## config.mk

```make
export PLATFORM = sky130hd
export DESIGN_NAME = digit_accumulator
export DESIGN_NICKNAME = d
export VERILOG_FILES = /design/src/rtl/digit_accumulator.sv
export SDC_FILE = /design/constraint.sdc
export NUM_CORES = 1
export LEC_CHECK = 0
export BUFFER_PORTS_ARGS = -buffer_cell sky130_fd_sc_hd__buf_2
export CAP_MARGIN = 10
export CORE_MARGIN = 2
export CORE_UTILIZATION = 50
export DETAILED_ROUTE_END_ITERATION = 6
export PLACE_DENSITY_LB_ADDON = 0.12
export SYNTH_ARGS = -nofsm -noshare
export SYNTH_HDL_FRONTEND = slang
export SYNTH_SLANG_ARGS = --single-unit
```

## constraint.sdc

```tcl
create_clock -name tick -period 6.1 [get_ports tick]
set_input_delay 0.61 -clock tick [delete_from_list [all_inputs] [get_ports tick]]
set_output_delay 0.61 -clock tick [all_outputs]
set_load 0.01 [all_outputs]
```

## src/rtl/digit_accumulator.sv

```systemverilog
// Decimal answer entry: up to three digits, value plus
// a 5-bit-per-digit display shift register.
module digit_accumulator (
  input  logic        tick,
  input  logic        rst_n,
  input  logic        clr,
  input  logic        dig_stb,
  input  logic [3:0]  dig,
  output logic [9:0]  value,
  output logic [14:0] entry,
  output logic [1:0]  count
);

  always_ff @(posedge tick) begin
    if (!rst_n) begin
      value <= '0;
      entry <= '0;
      count <= '0;
    end else if (clr) begin
      value <= '0;
      entry <= '0;
      count <= '0;
    end else if (dig_stb && count != 2'd3) begin
      value <= 10'(value * 10) + {6'd0, dig};
      entry <= {entry[9:0], 1'b0, dig};
      count <= count + 2'd1;
    end
  end

endmodule

```

==> impl_metrics.toml, run 1 <==
[status]
status = "finished, final reports clean"

[clock_tree]
clock_path_buffers = 2
clock-sinks = 23
numCtsBuffers = 3
clock_tree.root_cell = "clkbuf_4"
cts_tree = "done"
cts_resized = 0
h-tree-depth = 1
holdBufCountCts = 0
cts_setup_buffers = 0
clk-insertion-delay-late_ps = 310
cts.clk_slew.worst_paths_ps = 130

[setup_path]
cp-end-kind = "register"
critPathRequiredTime_ps = 6330
critPathMaxFanout = 5
path_class = "register to register"
cp.arrival_ps = 3000
cp-start-kind = "register"

[route]
antenna_left = 0
dr.pass1.iters = 4
drc = 0
wl_per_cell_microns = 12.6
drt_iter0_markers = 22
routed_wl_microns = 2590
vias = 1083
routed_via_density = 5.28

[job]
maxCapViolations = 0

[synth]
synthCells = 150
yosysMostFrequentCell = "nand2_1"
syn_avg_cell_area_sq_um = 8.67
synth_seq_cells = 23
synth_cell_type_count = 24
netlist.area_leader.share = 0.354
yosysWarnings = 0
synth_edf_count = 0
synth_area_leaders = "dfxtp_1, ha_1, nand2_1"
seq_area_frac_synth = 0.354
ys.flop_type = "dfxtp_1"
netlist_area_sq_um = 1300
synthTopCellsByCount = "nand2_1, dfxtp_1, a21oi_1, ha_1, xnor2_1"
synth_async_sr_flop_share = 0
yosysTopAreaCell = "dfxtp_1"

[placement]
portBuffers = 31
globalplace.congestion = 0.803
detailed_place_hpwl_microns = 1940

[layout]
diodes = 0
fin_nets = 201
syn_to_final_growth_pct = 13.1
nFillCells = 250
final_layout_size_suffix_gt1_frac = 0.223

[pwr]
power.share.sequential = 0.583
combPwrFrac = 0.153
p_leak_nw = 0.719
peakVddDrop_mv = 0.125
power_mw = 0.271
power.switching_mw = 0.0753
p_int_mw = 0.195
clkPwrFrac = 0.264
swShare = 0.278
cellPowerDensity_nw_per_um2 = 184

[global_route]
antenna_found_initial = 0
grt_max_degree = 29
grt_usage = 0.187
grt_overflow_total = 0
grt_pass1_wl_microns = 4080
grt_pass1_vias = 958

[timing]
slew-limit-headroom = 0.277
rsz0062_at_grt = "no"
fmax_ghz = 0.361
min_period_ps = 2770
hold_viol = 0
finalSetupViolations = 0
worst_pin_slew_ps = 1080
fin_skew_ps = 4.81
slew_violations = 0
fin_crit_sh = 0.454
finalSetupTns_ps = 0

[die]
start_util = 0.525
die_w_microns = 55.0
core_area_sq_um = 2480
die-area_sq_um = 3020
io_pins = 35
rows = 18
dieHeight_microns = 55.0

[min_path]
min_path_type = "register to register"
critical path, stage by stage (launching register included):
cell      delay [ps]
dfxtp_1          460
ha_1             280
ha_1             230
fa_1             410
a21o_1           200
a21oi_1          200
xor2_1           270
nor3_2            90
xnor3_1          350
a211oi_2         210
power by group through the flow:
stage | registers (mW) | logic (mW) | clock network [mW]
CTS | 0.158 | 0.0417 | 0.0732
finish | 0.158 | 0.0415 | 0.0713
global placement | 0.161 | 0.0406 | 0
global route | 0.159 | 0.0467 | 0.0805
detailed placement | 0.161 | 0.0415 | 0
floorplan | 0.162 | 0.0301 | 0
per-stage QoR:
stage / setup slack, ps / util / std cells / area, sq um / hold slack [ps]
after floorplan: 3510 / - / 152 / 1310 / 481
after global placement: 3460 / 0.582 / 201 / 1440 / 439
after detailed placement: 3390 / 0.582 / 201 / 1440 / 451
after CTS: 3340 / 0.593 / 205 / 1470 / 469
after global routing: 3190 / 0.593 / 205 / 1470 / 487
final: 3330 / 0.593 / 205 / 1470 / 461
flip-flops by register name (all words and copies together), names as in the netlist:
| name | cells |
|---|---|
| value | 10 |
| count | 2 |
| entry | 11 |
path summary, 6_finish.rpt:
check	startpoint	to	slack (ps)	depth (start not counted)
worst max register to register	value[1]	value[9]	3330	9
worst min register to register	entry[11]	entry[11]	460	2
worst max-delay path	value[1]	value[9]	3330	9
worst min-delay path	entry[11]	entry[11]	460	2
cells in the final DEF, fill, tap and decap left out, drive strengths merged, types with 4 or more instances in the layout:
master  synthesis  routed
a21oi          20      20
nor2            8       8
buf             4      31
dfxtp          23      23
xor2            4       4
a211oi          5       5
nand2          35      35
xnor2           9       9
ha             15      15
layout make-up:
class / instances / area [sq um] / share of cell area
clock buffer: 3 / 22.5 / 0.0153
clock inverter: 1 / 5.00 / 0.00340
tap: 30 / 37.5 / 0.0255
inverter: 1 / 3.75 / 0.00255
timing repair buffer: 31 / 155 / 0.106
sequential: 23 / 460 / 0.313
multi-input combinational: 116 / 786 / 0.534
per-layer routing:
metal	vias up	track usage	wire, microns
met1	501	0.234	1200
met5	-	0	0
li1	545	-	-
met4	0	0.0610	34
met3	6	0.0323	123
met2	31	0.325	1230
cell families (layout without fill, tap and decap cells):
logic type / count (synthesis) / after routing / share of synthesized area
AOI/OAI and AO/OA: 31 / 31 / 0.149
xor gates and xnor gates: 14 / 14 / 0.105
adders and majority gates: 17 / 17 / 0.175
buffers and inverters: 13 / 36 / 0.0491
DFF: 23 / 23 / 0.354
other: 1 / 3 / 0.00288
and+or+nand+nor: 51 / 51 / 0.165
(Power assumes the default switching activity.)
==> run 2: changes to the inputs <==
- ABC_AREA: unset -> 1
- clock period: 6.1 -> 2.65 ns (I/O delays scaled with it)
==> impl_metrics.toml, run 2 <==
[timing]
slew-limit-headroom = 0.565
fmax_ghz = 0.459
worst_pin_slew_ps = 651
fin_skew_ps = 5.78
slew_violations = 0
min_period_ps = 2180
finalSetupTns_ps = 0
hold_viol = 0
fin_crit_sh = 0.823
finalSetupViolations = 0
rsz0062_at_grt = "no"

[synth]
yosysMostFrequentCell = "nor2_1"
netlist.area_leader.share = 0.311
netlist_area_sq_um = 1480
synth_async_sr_flop_share = 0
syn_avg_cell_area_sq_um = 7.12
ys.flop_type = "dfxtp_1"
synth_edf_count = 0
synth_cell_type_count = 24
synthCells = 208
synth_area_leaders = "dfxtp_1, ha_1, nor2_1"
synthTopCellsByCount = "nor2_1, nand2_1, dfxtp_1, inv_1"
synth_seq_cells = 23
seq_area_frac_synth = 0.311
yosysWarnings = 0
yosysTopAreaCell = "dfxtp_1"

[route]
wl_met1_microns = 1440
wl_met2_microns = 1370
drc = 0
routed_via_density = 4.97
met3_length_microns = 91
wl_per_cell_microns = 11.0
antenna_left = 0
drt_iter0_markers = 26
top_layer = "met4"
vias = 1331
dr.pass1.iters = 4
routed_wl_microns = 2940

[pwr]
cellPowerDensity_nw_per_um2 = 410
p_leak_nw = 0.920
peakVddDrop_mv = 0.375

[min_path]
min_path_type = "primary input to register"

[die]
io_pins = 35
die-area_sq_um = 3410
rows = 19
dieHeight_microns = 58.4
core_area_sq_um = 2780
die_w_microns = 58.4
start_util = 0.532

[placement]
portBuffers = 31
globalplace.congestion = 0.813
detailed_place_hpwl_microns = 2230

[clock_tree]
cts_tree = "done"
clock_tree.root_cell = "clkbuf_4"
cts.clk_slew.worst_paths_ps = 130
numCtsBuffers = 3
h-tree-depth = 1
cts_setup_buffers = 0
holdBufCountCts = 0
cts_resized = 0
clk-insertion-delay-late_ps = 300
clock_path_buffers = 2
clock-sinks = 23

[setup_path]
cp.arrival_ps = 2390
path_common_cell = "nand2_1"
cp-end-kind = "register"
cp_slowest_cell = "dfxtp_1"
critPathMaxFanout = 5
slowest_delay_ps = 460
path_class = "register to register"
critPathRequiredTime_ps = 2860
cp-start-kind = "register"
cp_cell_sequence = "ha_1 -> ha_1 -> fa_1 -> nand2_1 -> nand3_4 -> nor2_4 -> nand2_2 -> nand2_1 -> nand2_1 -> o21ai_1 -> inv_1"

[layout]
mostFrequentLayoutCell = "nor2_1"
largest_registers = "entry x11, value x10, count x2"
multi_input_area_sq_um = 891
largest_reg_flops = 11
final_layout_size_suffix_gt1_frac = 0.198
fin_util = 0.598
diodes = 0
largest_register = "entry"
syn_to_final_growth_pct = 12.3
nFillCells = 294
mostFrequentLayoutCells = "nor2_1, nand2_1, buf_2"
seqCellArea_sq_um = 460
fin_nets = 263

[global_route]
antenna_found_initial = 0
grt_pass1_vias = 1271
grt_overflow_total = 0
grt_usage = 0.191
grt_max_degree = 26
grt_pass1_wl_microns = 5280

[job]
maxCapViolations = 0

[status]
status = "finished, final reports clean"
==> run 2: changes by cell type in the layout (fill, tap and decap cells not counted), moves of 5 or more <==
cell | previous run | this run
nor2_1 | 8 | 40
inv_1 | 1 | 22
nand3_1 | 1 | 17
o21ai_0 | 2 | 17
a21oi_1 | 19 | 7
xnor2_1 | 9 | 1
o21ai_1 | 0 | 5
==> run 2: area by class of cell <==
class                   instances  area share
well taps                      31      0.0233
inverters                      22      0.0497
repair buffers                 32      0.0978
multi-input cells             156       0.536
clock buffers                   3      0.0135
flip-flops and latches         23       0.277
clock inverters                 1     0.00301
==> run 2: per-layer routing <==
metal  track usage  vias up
li1              -      713
met1         0.260      591
met2         0.323       23
met3        0.0264        4
met4        0.0432        0
met5             0        -
==> run 2: worst paths after layout <==
kind	from	to	slack (ps)	cells past startpoint
min reg2reg	count[0]	count[0]	500	2
max reg2reg	value[1]	value[8]	470	11
max	value[1]	value[8]	470	11
min	dig[0]	value[0]	180	3
==> run 2: cells by family after synthesis <==
| kind of cell | after synthesis | share of synthesized area |
|---|---|---|
| buffers and inverters | 31 | 0.0921 |
| adders and majority gates | 17 | 0.154 |
| and+or+nand+nor | 103 | 0.320 |
| xor gates and xnor gates | 3 | 0.0178 |
| DFF | 23 | 0.311 |
| AOI/OAI and AO/OA | 30 | 0.103 |
| other | 1 | 0.00253 |
==> run 2: power breakdown <==
| group | internal (mW) | switching, mW |
|---|---|---|
| clock network | 0.0562 | 0.105 |
| registers | 0.360 | 0.0122 |
| logic | 0.0570 | 0.0913 |
==> run 2: stage by stage <==
| stage | instance area, sq um | hold WS [ps] | cells | setup WS, ps | total power, mW |
|---|---|---|---|---|---|
| 2_1_floorplan | 1490 | 400 | 210 | 548 | 0.491 |
| 3_3_place_gp | 1640 | 481 | 264 | 546 | 0.529 |
| 3_5_place_dp | 1640 | 485 | 264 | 491 | 0.531 |
| 4_1_cts | 1660 | 166 | 268 | 462 | 0.693 |
| 5_1_grt | 1660 | 199 | 268 | 334 | 0.735 |
| 6_report | 1660 | 175 | 268 | 469 | 0.682 |
==> run 2: critical path, delay by kind of cell (launching register included) <==
family                   cells  cell delay (ps)
flip-flops                   1              460
buffers and inverters        1               40
adder cells (fa/ha/maj)      3              920
AND/OR/NAND/NOR              6              550
AO/OA/AOI/OAI                1              110
==> run 3: changes to the inputs <==
- ABC_AREA: 1 -> 0
- CORE_UTILIZATION: 50 -> 46
- clock period: 2.65 -> 1.75 ns (I/O delays scaled with it)
==> impl_metrics.toml, run 3 (synthesis gave the netlist of run 1 again) <==
[status]
status = "complete, but fails checks"
violations = "negative setup slack"

[setup_path]
cp-end-kind = "register"
rr_startpoint = "value[3]"
ff2ff_path_depth = 9
startpoint = "value[3]"
cp-start-kind = "register"
critPathMaxFanout = 3
cp.arrival_ps = 2430
critPathRequiredTime_ps = 1980
r2r_slack_ps = -450
path_class = "register to register"
crit_end = "value[9]"
r2r_end = "value[9]"

[layout]
mostFrequentLayoutCells = "nand2_1, buf_2, buf_4"
final_layout_size_suffix_gt1_frac = 0.421
fin_cells = 228
fin_area_sq_um = 1790
largest_reg_flops = 11
diodes = 0
largest_register = "entry"
seqCellArea_sq_um = 475
largest_registers = "entry x11, value x10, count x2"
nFillCells = 229
mostFrequentLayoutCell = "nand2_1"
multi_input_area_sq_um = 912
fin_util = 0.659
syn_to_final_growth_pct = 37.3
fin_nets = 223

[timing]
slew_violations = 0
finalSetupViolations = 5
fmax_ghz = 0.456
hold_viol = 0
min_period_ps = 2200
layout_setup_ws_ps = -445
fin_crit_sh = 1.25
rsz0062_at_grt = "yes"
slew-limit-headroom = 0.564
fin_skew_ps = 1.22
worst_pin_slew_ps = 654

[die]
start_util = 0.480
dieHeight_microns = 57.2
io_pins = 35
core_area_sq_um = 2710
rows = 19
die_w_microns = 57.2
die-area_sq_um = 3270

[clock_tree]
clock_path_buffers = 2
numCtsBuffers = 3
cts.clk_slew.worst_paths_ps = 130
cts_tree = "done"
h-tree-depth = 1
clock_tree.root_cell = "clkbuf_4"
clock-sinks = 23
clk-insertion-delay-late_ps = 300

[pwr]
power.switching_mw = 0.272
p_leak_nw = 0.834
cellPowerDensity_nw_per_um2 = 556
combPwrFrac = 0.210
clkPwrFrac = 0.241
p_int_mw = 0.721
power.share.sequential = 0.549
peakVddDrop_mv = 0.420
swShare = 0.274

[placement]
portBuffers = 31
dp.cells = 223
detailed_place_hpwl_microns = 2120
place_area_sq_um = 1650
globalplace.congestion = 0.769

[route]
antenna_left = 0
vias = 1124
wl_per_cell_microns = 12.0
routed_wl_microns = 2730
drc = 0
routed_via_density = 4.93
dr.pass1.iters = 4
drt_iter0_markers = 11

[global_route]
grt_usage = 0.179
grt_pass1_vias = 1087
grt_max_degree = 29
antenna_found_initial = 0
grt_pass1_wl_microns = 4660
grt_overflow_total = 0

[min_path]
min_path_type = "primary input to register"
hold_depth = 3

[job]
maxCapViolations = 0
==> run 3: metal layers <==
layer	wire, microns	global-route usage	up-vias
met4	14	0.0399	0
met3	96	0.0272	2
met5	0	0	-
met2	1390	0.337	22
met1	1230	0.213	514
li1	-	-	586
==> run 3: worst min path at each step <==
stage / startpoint / end / slack (ps)
after global routing: dig[0] / value[0] / 100
after global placement: dig[0] / value[0] / 420
after CTS: dig[0] / value[0] / 90
after floorplan: dig[1] / entry[1] / 310
final: dig[0] / value[0] / 90
after detailed placement: dig[0] / value[0] / 430
==> run 3: per-stage QoR <==
stage                     power (mW)  hold WS [ps]  worst slack [ps]  setup TNS, ps
after global placement         0.740           416              -419          -1250
after detailed placement       0.745           426              -491          -1490
after global routing            1.05           100              -546          -1790
after CTS                      0.995          89.3              -464          -1360
after floorplan                0.676           311              -396           -820
final                          0.993          91.2              -445          -1340
==> run 3: power by group through the flow <==
| stage | Combinational [mW] | Sequential (mW) | Clock (mW) |
|---|---|---|---|
| after floorplan | 0.111 | 0.565 | 0 |
| after global placement | 0.182 | 0.557 | 0 |
| after detailed placement | 0.187 | 0.558 | 0 |
| after CTS | 0.199 | 0.546 | 0.250 |
| after global routing | 0.233 | 0.548 | 0.270 |
| final | 0.208 | 0.545 | 0.239 |
==> run 3: layout make-up <==
| type | instances | area share |
|---|---|---|
| timing repair buffer | 53 | 0.184 |
| clock buffer | 3 | 0.0126 |
| tap | 31 | 0.0217 |
| inverter | 1 | 0.00210 |
| clock inverter | 1 | 0.00280 |
| multi-input combinational | 116 | 0.511 |
| sequential | 23 | 0.266 |
==> run 3: critical path, cell delays in order (launching register included) <==
cell and delay (ps):
dfxtp_4 380, ha_4 240, ha_4 160, fa_2 360, a21o_1 190, a21oi_2 140
xor2_1 230, nor3_2 60, xnor3_1 190, a211oi_2 180
==> run 3: timing repair <==
item | 4_1_cts | 5_1_grt
endpoints found under the setup margin | 6 | 6
buffers inserted | 1 | 2
pin swaps | 10 | 6
hold buffers | 0 | 0
gates resized for setup | 15 | 7
